### config.mk
export PLATFORM = sky130hd
export DESIGN_NAME = data_mem_ctrl_flat
export DESIGN_NICKNAME = d
export VERILOG_FILES = /design/src/rtl/data_mem_ctrl_if.sv /design/src/rtl/data_mem_ctrl.sv /design/src/flat_wrapper.sv
export SDC_FILE = /design/constraint.sdc
export NUM_CORES = 1
export LEC_CHECK = 0
export ABC_AREA = 1
export BUFFER_PORTS_ARGS = -buffer_cell sky130_fd_sc_hd__buf_2
export CAP_MARGIN = 20
export CORE_MARGIN = 2
export CORE_UTILIZATION = 37
export DETAILED_ROUTE_END_ITERATION = 6
export PLACE_DENSITY = 0.7
export SLEW_MARGIN = 10
export SYNTH_ARGS = -nofsm -noshare
export SYNTH_HDL_FRONTEND = slang
export SYNTH_SLANG_ARGS = --single-unit
### constraint.sdc
create_clock -name clk -period 1.9 [get_ports clk]
set_input_delay 0.19 -clock clk [delete_from_list [all_inputs] [get_ports clk]]
set_output_delay 0.19 -clock clk [all_outputs]
set_load 0.01 [all_outputs]
### src/rtl/data_mem_ctrl_if.sv
// Bus bundle between the MEM stage, the load/store controller
// and the data SRAM.
interface data_mem_ctrl_if #(
    parameter int ADDR_W = 10
);
    logic              req_valid;
    logic              req_ready;
    logic              req_wr;
    logic [1:0]        req_size;
    logic              req_signed;
    logic [31:0]       req_addr;
    logic [31:0]       req_wdata;
    logic              resp_valid;
    logic              resp_ready;
    logic [31:0]       resp_rdata;
    logic              resp_err;
    logic [ADDR_W-1:0] sram_addr;
    logic [3:0]        sram_wen;
    logic [31:0]       sram_wdata;
    logic [31:0]       sram_rdata;

    modport slave (
        input  req_valid, req_wr, req_size, req_signed,
        input  req_addr, req_wdata, resp_ready, sram_rdata,
        output req_ready, resp_valid, resp_rdata, resp_err,
        output sram_addr, sram_wen, sram_wdata
    );

    modport master (
        output req_valid, req_wr, req_size, req_signed,
        output req_addr, req_wdata, resp_ready, sram_rdata,
        input  req_ready, resp_valid, resp_rdata, resp_err,
        input  sram_addr, sram_wen, sram_wdata
    );
endinterface

### src/rtl/data_mem_ctrl.sv
// Load/store controller for the word-only data SRAM.
// Sub-word stores are done as read-modify-write.
module data_mem_ctrl #(
    parameter int ADDR_W  = 10,
    parameter bit ERR_OOR = 1'b1
) (
    input logic             clk,
    input logic             resetn,
    data_mem_ctrl_if.slave  bus
);
    localparam int AW = ADDR_W + 2;

    typedef enum logic [1:0] {
        IDLE,
        ACCESS,
        MERGE,
        RESP
    } state_t;

    state_t         state_q;
    state_t         state_d;
    logic           wr_q;
    logic           signed_q;
    logic [1:0]     size_q;
    logic [AW-1:0]  addr_q;
    logic [31:0]    wdata_q;
    logic [31:0]    merged_q;
    logic [31:0]    rdata_q;
    logic           err_q;

    logic           accept;
    logic           oor;
    logic           req_bad;
    logic [4:0]     bsh;
    logic [4:0]     hsh;
    logic [7:0]     rbyte;
    logic [15:0]    rhalf;
    logic [31:0]    ext;
    logic [31:0]    merged_d;

    assign accept = (state_q == IDLE) && bus.req_valid;
    assign oor    = ERR_OOR && ((bus.req_addr >> AW) != 32'd0);

    always_comb begin
        req_bad = oor;
        unique case (bus.req_size)
            2'b00:   req_bad = oor;
            2'b01:   req_bad = oor || bus.req_addr[0];
            2'b10:   req_bad = oor || (bus.req_addr[1:0] != 2'b00);
            default: req_bad = 1'b1;
        endcase
    end

    assign bsh   = {addr_q[1:0], 3'b000};
    assign hsh   = {addr_q[1], 4'b0000};
    assign rbyte = 8'(bus.sram_rdata >> bsh);
    assign rhalf = 16'(bus.sram_rdata >> hsh);

    always_comb begin
        ext      = bus.sram_rdata;
        merged_d = bus.sram_rdata;
        unique case (1'b1)
            size_q == 2'b00: begin
                ext      = {{24{signed_q & rbyte[7]}}, rbyte};
                merged_d = (bus.sram_rdata & ~(32'h0000_00ff << bsh))
                         | ({24'd0, wdata_q[7:0]} << bsh);
            end
            size_q == 2'b01: begin
                ext      = {{16{signed_q & rhalf[15]}}, rhalf};
                merged_d = (bus.sram_rdata & ~(32'h0000_ffff << hsh))
                         | ({16'd0, wdata_q[15:0]} << hsh);
            end
            default: begin
                ext      = bus.sram_rdata;
                merged_d = bus.sram_rdata;
            end
        endcase
    end

    always_ff @(posedge clk or negedge resetn) begin
        if (!resetn) state_q <= IDLE;
        else         state_q <= state_d;
    end

    // Write strobes come from state_q only so reset kills them at once.
    always_comb begin
        state_d        = state_q;
        bus.req_ready  = (state_q == IDLE);
        bus.resp_valid = (state_q == RESP);
        bus.sram_wen   = 4'h0;
        bus.sram_wdata = 32'd0;
        unique case (state_q)
            IDLE: begin
                if (accept) state_d = req_bad ? RESP : ACCESS;
            end
            ACCESS: begin
                if (wr_q && size_q != 2'b10) begin
                    state_d = MERGE;
                end else begin
                    state_d = RESP;
                    if (wr_q) begin
                        bus.sram_wen   = 4'hf;
                        bus.sram_wdata = wdata_q;
                    end
                end
            end
            MERGE: begin
                state_d        = RESP;
                bus.sram_wen   = 4'hf;
                bus.sram_wdata = merged_q;
            end
            RESP: begin
                if (bus.resp_ready) state_d = IDLE;
            end
            default: state_d = IDLE;
        endcase
    end

    always_ff @(posedge clk or negedge resetn) begin
        if (!resetn) begin
            wr_q     <= 1'b0;
            signed_q <= 1'b0;
            size_q   <= 2'b00;
            addr_q   <= '0;
            wdata_q  <= 32'd0;
            merged_q <= 32'd0;
            rdata_q  <= 32'd0;
            err_q    <= 1'b0;
        end else begin
            if (accept) begin
                wr_q     <= bus.req_wr;
                signed_q <= bus.req_signed;
                size_q   <= bus.req_size;
                addr_q   <= bus.req_addr[AW-1:0];
                wdata_q  <= bus.req_wdata;
                err_q    <= req_bad;
                rdata_q  <= 32'd0;
            end
            if (state_q == ACCESS) begin
                merged_q <= merged_d;
                if (!wr_q) rdata_q <= ext;
            end
            if (state_q == RESP && bus.resp_ready) begin
                rdata_q <= 32'd0;
                err_q   <= 1'b0;
            end
        end
    end

    assign bus.sram_addr  = addr_q[AW-1:2];
    assign bus.resp_rdata = rdata_q;
    assign bus.resp_err   = err_q;
endmodule
### src/flat_wrapper.sv
// flat-port wrapper written by rule: the top's interface ports become plain ports
module data_mem_ctrl_flat 
#(
    parameter int ADDR_W  = 10,
    parameter bit ERR_OOR = 1'b1
)
  (clk, resetn, bus_req_valid, bus_req_wr, bus_req_size, bus_req_signed, bus_req_addr, bus_req_wdata, bus_resp_ready, bus_sram_rdata, bus_req_ready, bus_resp_valid, bus_resp_rdata, bus_resp_err, bus_sram_addr, bus_sram_wen, bus_sram_wdata);
  data_mem_ctrl_if #(.ADDR_W(ADDR_W)) bus_i ();
  input logic clk;
  input logic resetn;
  input wire logic [$bits(bus_i.req_valid)-1:0] bus_req_valid;
  input wire logic [$bits(bus_i.req_wr)-1:0] bus_req_wr;
  input wire logic [$bits(bus_i.req_size)-1:0] bus_req_size;
  input wire logic [$bits(bus_i.req_signed)-1:0] bus_req_signed;
  input wire logic [$bits(bus_i.req_addr)-1:0] bus_req_addr;
  input wire logic [$bits(bus_i.req_wdata)-1:0] bus_req_wdata;
  input wire logic [$bits(bus_i.resp_ready)-1:0] bus_resp_ready;
  input wire logic [$bits(bus_i.sram_rdata)-1:0] bus_sram_rdata;
  output wire logic [$bits(bus_i.req_ready)-1:0] bus_req_ready;
  output wire logic [$bits(bus_i.resp_valid)-1:0] bus_resp_valid;
  output wire logic [$bits(bus_i.resp_rdata)-1:0] bus_resp_rdata;
  output wire logic [$bits(bus_i.resp_err)-1:0] bus_resp_err;
  output wire logic [$bits(bus_i.sram_addr)-1:0] bus_sram_addr;
  output wire logic [$bits(bus_i.sram_wen)-1:0] bus_sram_wen;
  output wire logic [$bits(bus_i.sram_wdata)-1:0] bus_sram_wdata;
  assign bus_i.req_valid = bus_req_valid;
  assign bus_i.req_wr = bus_req_wr;
  assign bus_i.req_size = bus_req_size;
  assign bus_i.req_signed = bus_req_signed;
  assign bus_i.req_addr = bus_req_addr;
  assign bus_i.req_wdata = bus_req_wdata;
  assign bus_i.resp_ready = bus_resp_ready;
  assign bus_i.sram_rdata = bus_sram_rdata;
  assign bus_req_ready = bus_i.req_ready;
  assign bus_resp_valid = bus_i.resp_valid;
  assign bus_resp_rdata = bus_i.resp_rdata;
  assign bus_resp_err = bus_i.resp_err;
  assign bus_sram_addr = bus_i.sram_addr;
  assign bus_sram_wen = bus_i.sram_wen;
  assign bus_sram_wdata = bus_i.sram_wdata;
  data_mem_ctrl #(.ADDR_W(ADDR_W), .ERR_OOR(ERR_OOR)) u_core (.clk(clk), .resetn(resetn), .bus(bus_i));
endmodule
==> impl_metrics.csv, run 1 <==
group,metric,value,unit
power,p_per_area,1760,mW/mm2
grt,overflow,0,
setup_path,cp_max_fo,6,
place,preCtsSetupSlack,65.4,ps
place,placed_area,0.00825,mm2
place,dp_hpwl,18100,um
floorplanning,fp-row-count,50,
clock_tree,cts_made_buffers,17,
grt,globalRouteMet2Util,39.9,%
setup_path,r2r_slack,-60,ps
clock_tree,cts_max_level,4,
setup_path,required,1710,ps
floorplanning,core_area,0.0186,mm2
logic_synthesis,synthTopCellsByArea,"dfrtp_1 41%, nand2_1 19%, a21oi_1 7.7%",
route,drc_errors,0,
clock_tree,path_clk_slew,60,ps
route,wl,26000,um
setup_path,path_delay_family,"buffers and inverters",
logic_synthesis,synth-seq-cells,115,
route,ant_nets,0,
setup_path,cpMostUsedCell,"buf_12",
timing,worst_slew_pin_slew,479,ps
clock_tree,tritoncts,"done",
grt,use_met3,5.94,%
cells_and_area,layout-drive-gt1-share,26.7,%
logic_synthesis,synthesis.nets,1117,
grt,grt_pass1_wl,39800,um
timing,relSlewSlack,68.0,%
logic_synthesis,synth_edf_count,0,
setup_path,max_stage_delay,400,ps
cells_and_area,fin_nets,1336,
timing,hold_ws,56.7,ps
setup_path,cp.arrival,1990,ps
grt,grt_max_degree,57,
timing,max_freq,0.459,GHz
setup_path,worstSetupEndpointType,"output pin",
run_status,status,"complete, but fails checks",
floorplanning,initial_core_util,37.7,%
grt,gr-usage-all-layers,25.8,%
logic_synthesis,ys_seq_area_share,41.0,%
clock_tree,clockBufferDepth,2,
worst_hold_path,worstHoldPathType,"in -> reg",
setup_path,crit_buf_inv,6,
power,vdd_drop_max,0.816,mV
setup_path,cp_slowest_cell,"dfrtp_1",
power,power,16800,uW
cells_and_area,synthToLayoutAreaGrowth,36.4,%
logic_synthesis,synth-main-ff-cell,"dfrtp_1",
worst_hold_path,min-delay-start,"bus_req_addr[1]",
grt,antenna_found_initial,1,
flow_run,cap_violations,0,
logic_synthesis,syn_inst,1005,
route,route.vias.total,7651,
setup_path,r2r_end,"u_core.bus.resp_rdata[28]",
clock_tree,clock_latency,420,ps
setup_path,crit_path_start_kind,"flip-flop",
cells_and_area,final_cell_area,0.00958,mm2
timing,setup_slack,-281,ps
logic_synthesis,synth_cell_types,39,
route,first_pass_iters,5,
route,wire_per_inst,17.6,um
timing,finClkSkew,10.3,ps
timing,fin_crit_sh,115,%
floorplanning,die_w,142,um
clock_tree,root_buffer,"clkbuf_16",
logic_synthesis,ys_async_sr_fraction,100,%
floorplanning,die_y,142,um
setup_path,worst-r2r-cell-count,12,
setup_path,path_class,"reg -> out",
timing,tns,-7970,ps
logic_synthesis,synth_warnings,0,
power,p_leak,0.00489,uW
logic_synthesis,syn_area_per_cell,6.99,um2
place,place_congestion,0.967,
logic_synthesis,yosysTopAreaCellShare,41.0,%
route,via_per_inst,5.20,
grt,grt_pass1_vias,7104,
place,io_buffers,184,
cells_and_area,layout_commonest_cell,"nand2_1",
floorplanning,io_pins,185,
timing,period_needed,2180,ps
route,drt_iter0_drc,684,
grt,busiest_layer,"met2",
logic_synthesis,synth_top_cell_by_area,"dfrtp_1",
timing,finalMaxSlewViolations,0,
setup_path,r2r-start,"u_core.state_q[1]",
cells_and_area,final_cell_mix,"340 x nand2_1, 179 x buf_2, 113 x dfrtp_1",
setup_path,crit_chain,"inv_2 -> ha_4 -> inv_4 -> nor3_4 -> nand2_2 -> clkinv_4 -> buf_12 -> buf_12 -> nand2_1 -> a21oi_1 -> buf_2",
timing,rsz0062_at_grt,"yes",
floorplanning,design.die.area,0.0201,mm2
timing,setup_viol,48,
worst_hold_path,hold_end,"u_core.addr_q[1]",
timing,hold_viol,0,
run_status,violations,"setup timing",
grt,grt_util_met1,35.2,%
clock_tree,numClockSinks,115,
logic_synthesis,syn_area,0.00702,mm2
worst_hold_path,min_path_cells,3,
[worst reg2reg max path, stage by stage, from the launching register on]
cell and delay (ps):
dfrtp_1 400, inv_2 90, ha_4 150, inv_4 40, buf_4 120, buf_4 120
buf_4 190, nor2_2 190, inv_2 70, buf_4 180, a21oi_1 210, o21ai_2 80
inv_1 60
[kinds of logic (layout without fill, tap and decap cells)]
logic type,Yosys count,count (layout),synth area share [%]
AO/OA/AOI/OAI,252,252,20.1
adder cells (fa/ha/maj),8,8,1.43
buffers and inverters,167,398,10.6
flip-flops,115,115,41.0
other,0,1,0
AND/OR/NAND/NOR,463,463,26.9
[layout make-up]
type	instances	area, um2
diodes	1	2.50
inverters	90	345
well taps	234	293
clock buffers	23	508
clock inverters	8	75.1
fillers	1811	9060
repair buffers	277	1950
multi-input cells	723	3530
flip-flops and latches	115	2880
[synth_stat cells, drive strengths merged (3+ instances only)]
library cell	n
buf	42
a41oi	11
nor3	14
o22ai	13
nor2	47
o21ai	95
nand4	4
a21boi	3
ha	8
nand3	42
or2	4
dfrtp	115
inv	88
a31oi	9
nand2	351
a21oi	112
o211ai	4
clkbuf	35
[through the flow]
stage / utilization (%) / cells
after CTS: 50.7 / 1467
final: 51.4 / 1471
after global placement: 44.3 / 1383
after floorplan: - / 1005
after global routing: 51.4 / 1471
after detailed placement: 44.3 / 1383
[sequential cells by signal, indices dropped and copies added (netlist names)]
name                   flops
u_core.state_q             2
u_core.wdata_q            32
u_core.signed_q            1
u_core.bus.resp_err        1
u_core.bus.resp_rdata     32
u_core.addr_q             12
u_core.size_q              2
u_core.wr_q                1
u_core.merged_q           32
[worst max path at each step]
stage | from | end | slack, ps | depth (start not counted)
3_5_place_dp | u_core.state_q[1] | u_core.bus.resp_rdata[31] | 70 | 10
6_report | u_core.state_q[1] | bus_sram_wdata[5] | -280 | 11
2_1_floorplan | u_core.state_q[1] | bus_sram_wen[1] | 70 | 9
5_1_grt | u_core.state_q[1] | bus_sram_wdata[4] | -360 | 11
3_3_place_gp | u_core.state_q[1] | u_core.bus.resp_rdata[31] | 170 | 10
4_1_cts | u_core.state_q[1] | bus_sram_wdata[5] | -290 | 11
[timing repair]
action	CTS	global route
buffers inserted	6	4
resized for setup	15	33
hold buffers	45	0
hold endpoints to repair	68	0
setup endpoints to repair	36	47
pin swaps	3	2
gates cloned	2	1
[power by group]
part | internal [uW] | leakage (uW) | switching [uW]
registers | 3610 | 0.00142 | 979
clock network | 1990 | 0.000279 | 1160
logic | 3430 | 0.00319 | 5650
[routing by layer]
metal / part of all wire [%] / wire [um]
met1: 44 / 11500
met2: 45 / 11700
met3: 8.0 / 2080
met4: 2.7 / 705
met5: 0 / 0
Note: power is estimated with default switching activity, not from simulation.
==> inputs of run 2 (changes only) <==
MAX_ROUTING_LAYER = met4   (was unset)
==> impl_metrics.csv, run 2 (synthesis gave the netlist of run 1 again) <==
group,metric,value,unit
floorplanning,die_w,142,um
grt,grt_pass1_vias,7113,
route,drt_iter0_drc,530,
setup_path,cp_max_fo,5,
cells_and_area,antenna-diode-count,0,
timing,finalMaxSlewViolations,0,
cells_and_area,layout-drive-gt1-share,25.8,%
cells_and_area,layout_commonest_cell,"nand2_1",
cells_and_area,final_cell_mix,"342 x nand2_1, 183 x buf_2, 112 x dfrtp_1",
grt,grt_pass1_wl,39700,um
setup_path,path_class,"reg -> out",
route,first_pass_iters,5,
clock_tree,cts_made_buffers,17,
timing,period_needed,2130,ps
route,ant_nets,0,
cells_and_area,fin_nets,1336,
grt,gr-usage-all-layers,26.6,%
cells_and_area,synthToLayoutAreaGrowth,34.6,%
timing,fin_crit_sh,112,%
setup_path,cp_slowest_cell,"dfrtp_1",
route,wl,25700,um
clock_tree,clockBufferDepth,2,
cells_and_area,final_cell_area,0.00946,mm2
grt,antenna_found_initial,0,
worst_hold_path,worstHoldPathType,"in -> reg",
timing,finClkSkew,8.43,ps
cells_and_area,n_fill_cell,1882,
route,drc_errors,0,
setup_path,crit_path_start_kind,"flip-flop",
route,via_per_inst,5.15,
clock_tree,clock_latency,420,ps
floorplanning,core_area,0.0186,mm2
clock_tree,numClockSinks,115,
timing,setup_viol,36,
setup_path,crit_buf_inv,6,
grt,grt_max_degree,69,
route,wire_per_inst,17.5,um
setup_path,required,1710,ps
setup_path,crit_chain,"inv_2 -> ha_4 -> inv_2 -> nor3_4 -> nand2_2 -> clkinv_4 -> buf_12 -> clkbuf_16 -> nand2_1 -> a21oi_1 -> buf_2",
power,p_per_area,1710,mW/mm2
clock_tree,cts_max_level,4,
run_status,status,"complete, but fails checks",
clock_tree,root_buffer,"clkbuf_16",
setup_path,path_delay_family,"buffers and inverters",
timing,rsz0062_at_grt,"yes",
floorplanning,io_pins,185,
place,place_congestion,0.963,
floorplanning,initial_core_util,37.7,%
floorplanning,die_y,142,um
power,vdd_drop_max,0.760,mV
place,dp_hpwl,18100,um
timing,worst_slew_pin_slew,529,ps
route,route.vias.total,7568,
run_status,violations,"setup timing",
grt,overflow,0,
place,placed_area,0.00826,mm2
clock_tree,tritoncts,"done",
clock_tree,path_clk_slew,60,ps
timing,max_freq,0.470,GHz
timing,setup_slack,-229,ps
floorplanning,design.die.area,0.0201,mm2
timing,hold_viol,0,
cells_and_area,final_util,50.7,%
setup_path,worstSetupEndpointType,"output pin",
power,p_leak,0.00484,uW
setup_path,max_stage_delay,380,ps
setup_path,cpMostUsedCell,"inv_2",
flow_run,cap_violations,0,
timing,relSlewSlack,64.7,%
floorplanning,fp-row-count,50,
place,io_buffers,184,
setup_path,cp.arrival,1940,ps
## run 2: cell count changes in the layout (fill, tap and decap cells not counted), moves of 2 or more
cell        delta
clkinv_2       +3
clkbuf_1       +3
buf_6          -6
buf_2          +4
a21oi_2        -6
nand2_1        +2
clkbuf_8       -2
a21oi_1        +6
clkinvlp_4     -4
nand2_4        -2
## run 2: repair_timing
action | CTS | global route
pin swaps | 2 | 2
hold buffers | 44 | 0
hold endpoints to repair | 158 | 0
resized for setup | 11 | 19
endpoints found under the setup margin | 36 | 41
setup buffers | 7 | 3
cloned | 1 | 1
## run 2: layout make-up
| class | count | area [um2] | area share (%) |
|---|---|---|---|
| repair buffers | 277 | 1930 | 20.4 |
| clock inverters | 6 | 30.0 | 0.318 |
| inverters | 90 | 343 | 3.63 |
| clock buffers | 24 | 492 | 5.20 |
| well taps | 234 | 293 | 3.10 |
| flip-flops and latches | 115 | 2880 | 30.5 |
| multi-input cells | 723 | 3480 | 36.9 |
## run 2: layer usage
layer,GRT usage (%),share of wire [%],up-vias
li1,-,-,3703
met1,36.8,45,3483
met2,39.9,45,341
met3,4.52,7.9,41
met4,8.21,2.4,0
met5,-,0,-
## run 2: worst paths after layout
path / start / endpoint / slack (ps) / depth (start not counted)
hold / removal: bus_req_wdata[13] / u_core.wdata_q[13] / 20 / 3
hold reg to reg: u_core.addr_q[7] / u_core.addr_q[7] / 480 / 2
max in group asynchronous: resetn / u_core.wdata_q[4] / 1220 / 3
setup / recovery: u_core.state_q[1] / bus_sram_wdata[20] / -230 / 11
setup reg to reg: u_core.size_q[1] / u_core.merged_q[4] / 180 / 7
min in group asynchronous: resetn / u_core.bus.resp_rdata[3] / 300 / 3
## run 2: worst register-to-register path, stage by stage (launching register included)
cell     delay, ps
dfrtp_1        420
buf_12         190
nor2_2         170
buf_4          290
o21ai_0        160
a21oi_1        160
nor3_1          70
o21ai_0        160
## run 2: power by group
group / internal [uW] / leakage [uW] / switching, uW
Sequential: 3610 / 0.00141 / 949
Clock: 1770 / 0.000265 / 1130
Combinational: 3290 / 0.00316 / 5460
Total: 8680 / 0.00484 / 7540
## run 2: per-stage QoR
stage | std cells | power (uW) | hold slack, ps | TNS [ps] | setup WS (ps)
2_1_floorplan | 1005 | 9790 | -106 | 0 | 73.2
3_3_place_gp | 1384 | 12800 | 205 | 0 | 128
3_5_place_dp | 1384 | 12900 | 206 | 0 | 60.7
4_1_cts | 1466 | 16100 | 11.9 | -7070 | -256
5_1_grt | 1469 | 17500 | 34.8 | -10030 | -340
6_report | 1469 | 16200 | 24.1 | -6810 | -229
==> inputs of run 3 (changes only) <==
PLACE_DENSITY = 0.56   (was 0.7)
clock period = 2 ns   (was 1.9 ns; I/O delays follow)
==> impl_metrics.csv, run 3 (synthesis gave the netlist of run 1 again) <==
group,metric,value,unit
clock_tree,tritoncts,"done",
grt,antenna_found_initial,1,
grt,gr-usage-all-layers,26.6,%
cells_and_area,fin_nets,1327,
cells_and_area,synthToLayoutAreaGrowth,37.4,%
route,wire_per_inst,17.7,um
cells_and_area,final_cell_mix,"328 x nand2_1, 183 x buf_2, 113 x dfrtp_1",
route,first_pass_iters,6,
run_status,status,"complete, but fails checks",
timing,worst_slew_pin_slew,529,ps
clock_tree,root_buffer,"clkbuf_16",
floorplanning,design.die.area,0.0201,mm2
timing,max_freq,0.446,GHz
worst_hold_path,worstHoldPathType,"in -> reg",
cells_and_area,layout_commonest_cell,"nand2_1",
run_status,violations,"setup timing",
timing,finalMaxSlewViolations,0,
setup_path,crit_buf_inv,6,
floorplanning,initial_core_util,37.7,%
timing,hold_viol,0,
setup_path,max_stage_delay,390,ps
grt,use_met3,4.69,%
grt,busiest_layer,"met2",
grt,grt_max_degree,74,
timing,relSlewSlack,64.7,%
power,vdd_drop_max,0.814,mV
power,p_per_area,1680,mW/mm2
route,ant_nets,0,
timing,period_needed,2240,ps
setup_path,worstSetupEndpointType,"output pin",
timing,setup_slack,-243,ps
grt,grt_pass1_wl,39600,um
setup_path,cp.arrival,2040,ps
timing,setup_viol,36,
floorplanning,die_y,142,um
clock_tree,cts_max_level,4,
clock_tree,clock_latency,430,ps
floorplanning,core_area,0.0186,mm2
route,route.vias.total,7564,
timing,tns,-6520,ps
grt,grt_util_met1,37.0,%
cells_and_area,layout-drive-gt1-share,27.9,%
setup_path,crit_chain,"inv_2 -> ha_4 -> inv_2 -> nor3_2 -> nand2_1 -> inv_4 -> buf_12 -> buf_16 -> nand2_2 -> a21oi_2 -> buf_2",
clock_tree,cts_made_buffers,17,
route,via_per_inst,5.17,
clock_tree,numClockSinks,115,
timing,finClkSkew,9.39,ps
grt,overflow,0,
place,place_congestion,0.964,
place,io_buffers,184,
flow_run,cap_violations,0,
timing,hold_ws,24.1,ps
setup_path,cp_slowest_cell,"dfrtp_1",
timing,rsz0062_at_grt,"yes",
floorplanning,die_w,142,um
timing,fin_crit_sh,112,%
setup_path,cpMostUsedCell,"inv_2",
floorplanning,io_pins,185,
place,dp_hpwl,17700,um
setup_path,path_class,"reg -> out",
clock_tree,clockBufferDepth,2,
route,wl,25900,um
route,drc_errors,0,
cells_and_area,final_util,51.8,%
setup_path,cp_max_fo,8,
route,drt_iter0_drc,733,
clock_tree,path_clk_slew,50,ps
power,p_leak,0.00496,uW
floorplanning,fp-row-count,50,
cells_and_area,n_fill_cell,1855,
setup_path,required,1800,ps
grt,globalRouteMet2Util,39.4,%
setup_path,path_delay_family,"buffers and inverters",
grt,grt_pass1_vias,7019,
setup_path,crit_path_start_kind,"flip-flop",
-- run 3: changes by cell type in the layout (fill, tap and decap cells not counted), moves of 3 or more --
cell,before,now
a21oi_1,99,82
a21oi_2,13,30
buf_12,14,11
buf_4,34,29
bufinv_16,0,5
clkinv_2,6,1
nand2_1,342,328
nand2_2,7,12
nand2_4,2,11
-- run 3: final timing paths --
| kind | to | cells past startpoint | startpoint | slack [ps] |
|---|---|---|---|---|
| max | bus_sram_wdata[6] | 11 | u_core.state_q[1] | -240 |
| min | u_core.addr_q[1] | 3 | bus_req_addr[1] | 20 |
| max in group asynchronous | u_core.state_q[0] | 3 | resetn | 1080 |
| max reg2reg | u_core.bus.resp_rdata[15] | 11 | u_core.state_q[1] | 120 |
| min in group asynchronous | u_core.bus.resp_rdata[13] | 2 | resetn | 290 |
| min reg2reg | u_core.addr_q[2] | 2 | u_core.addr_q[2] | 470 |
-- run 3: worst reg2reg max path, delay by kind of cell, from the launching register on --
family          cells  cell delay [ps]
simple gates        1              160
buf+inv             7              810
compound gates      2              310
flops               1              390
fa+ha+maj           1              140
-- run 3: metrics by stage --
step | cell area (um2) | cells | total power, uW | worst slack (ps)
2_1_floorplan | 7020 | 1005 | 9300 | 163
3_3_place_gp | 8180 | 1377 | 12000 | 191
3_5_place_dp | 8180 | 1377 | 12000 | 91.2
4_1_cts | 9540 | 1462 | 15900 | -208
5_1_grt | 9650 | 1463 | 17300 | -333
6_report | 9650 | 1464 | 16200 | -243
-- run 3: timing repair --
action | 4_1_cts | 5_1_grt
endpoints found under the hold margin | 74 | 0
endpoints found under the setup margin | 36 | 36
hold buffers | 43 | 0
gates resized for setup | 28 | 37
setup buffers | 7 | 1
pin swaps | 6 | 9
gates cloned | 3 | 0
-- run 3: area by class of cell --
type | count | area, um2 | share of cell area (%)
clock inverters | 8 | 170 | 1.76
repair buffers | 268 | 1840 | 19.1
clock buffers | 24 | 502 | 5.20
well taps | 234 | 293 | 3.03
multi-input cells | 723 | 3620 | 37.5
flip-flops and latches | 115 | 2880 | 29.8
inverters | 90 | 340 | 3.53
diodes | 2 | 5.00 | 0.0519
-- run 3: per-layer routing --
layer | vias to the layer above | wire (um)
met5 | - | 0
met4 | 0 | 472
met3 | 40 | 1950
met2 | 335 | 11800
met1 | 3515 | 11600
li1 | 3674 | -
-- run 3: where the power goes --
group	total, uW	internal, uW	switching (uW)
sequential	4420	3430	988
combinational	8270	3010	5260
clock	3500	2380	1120
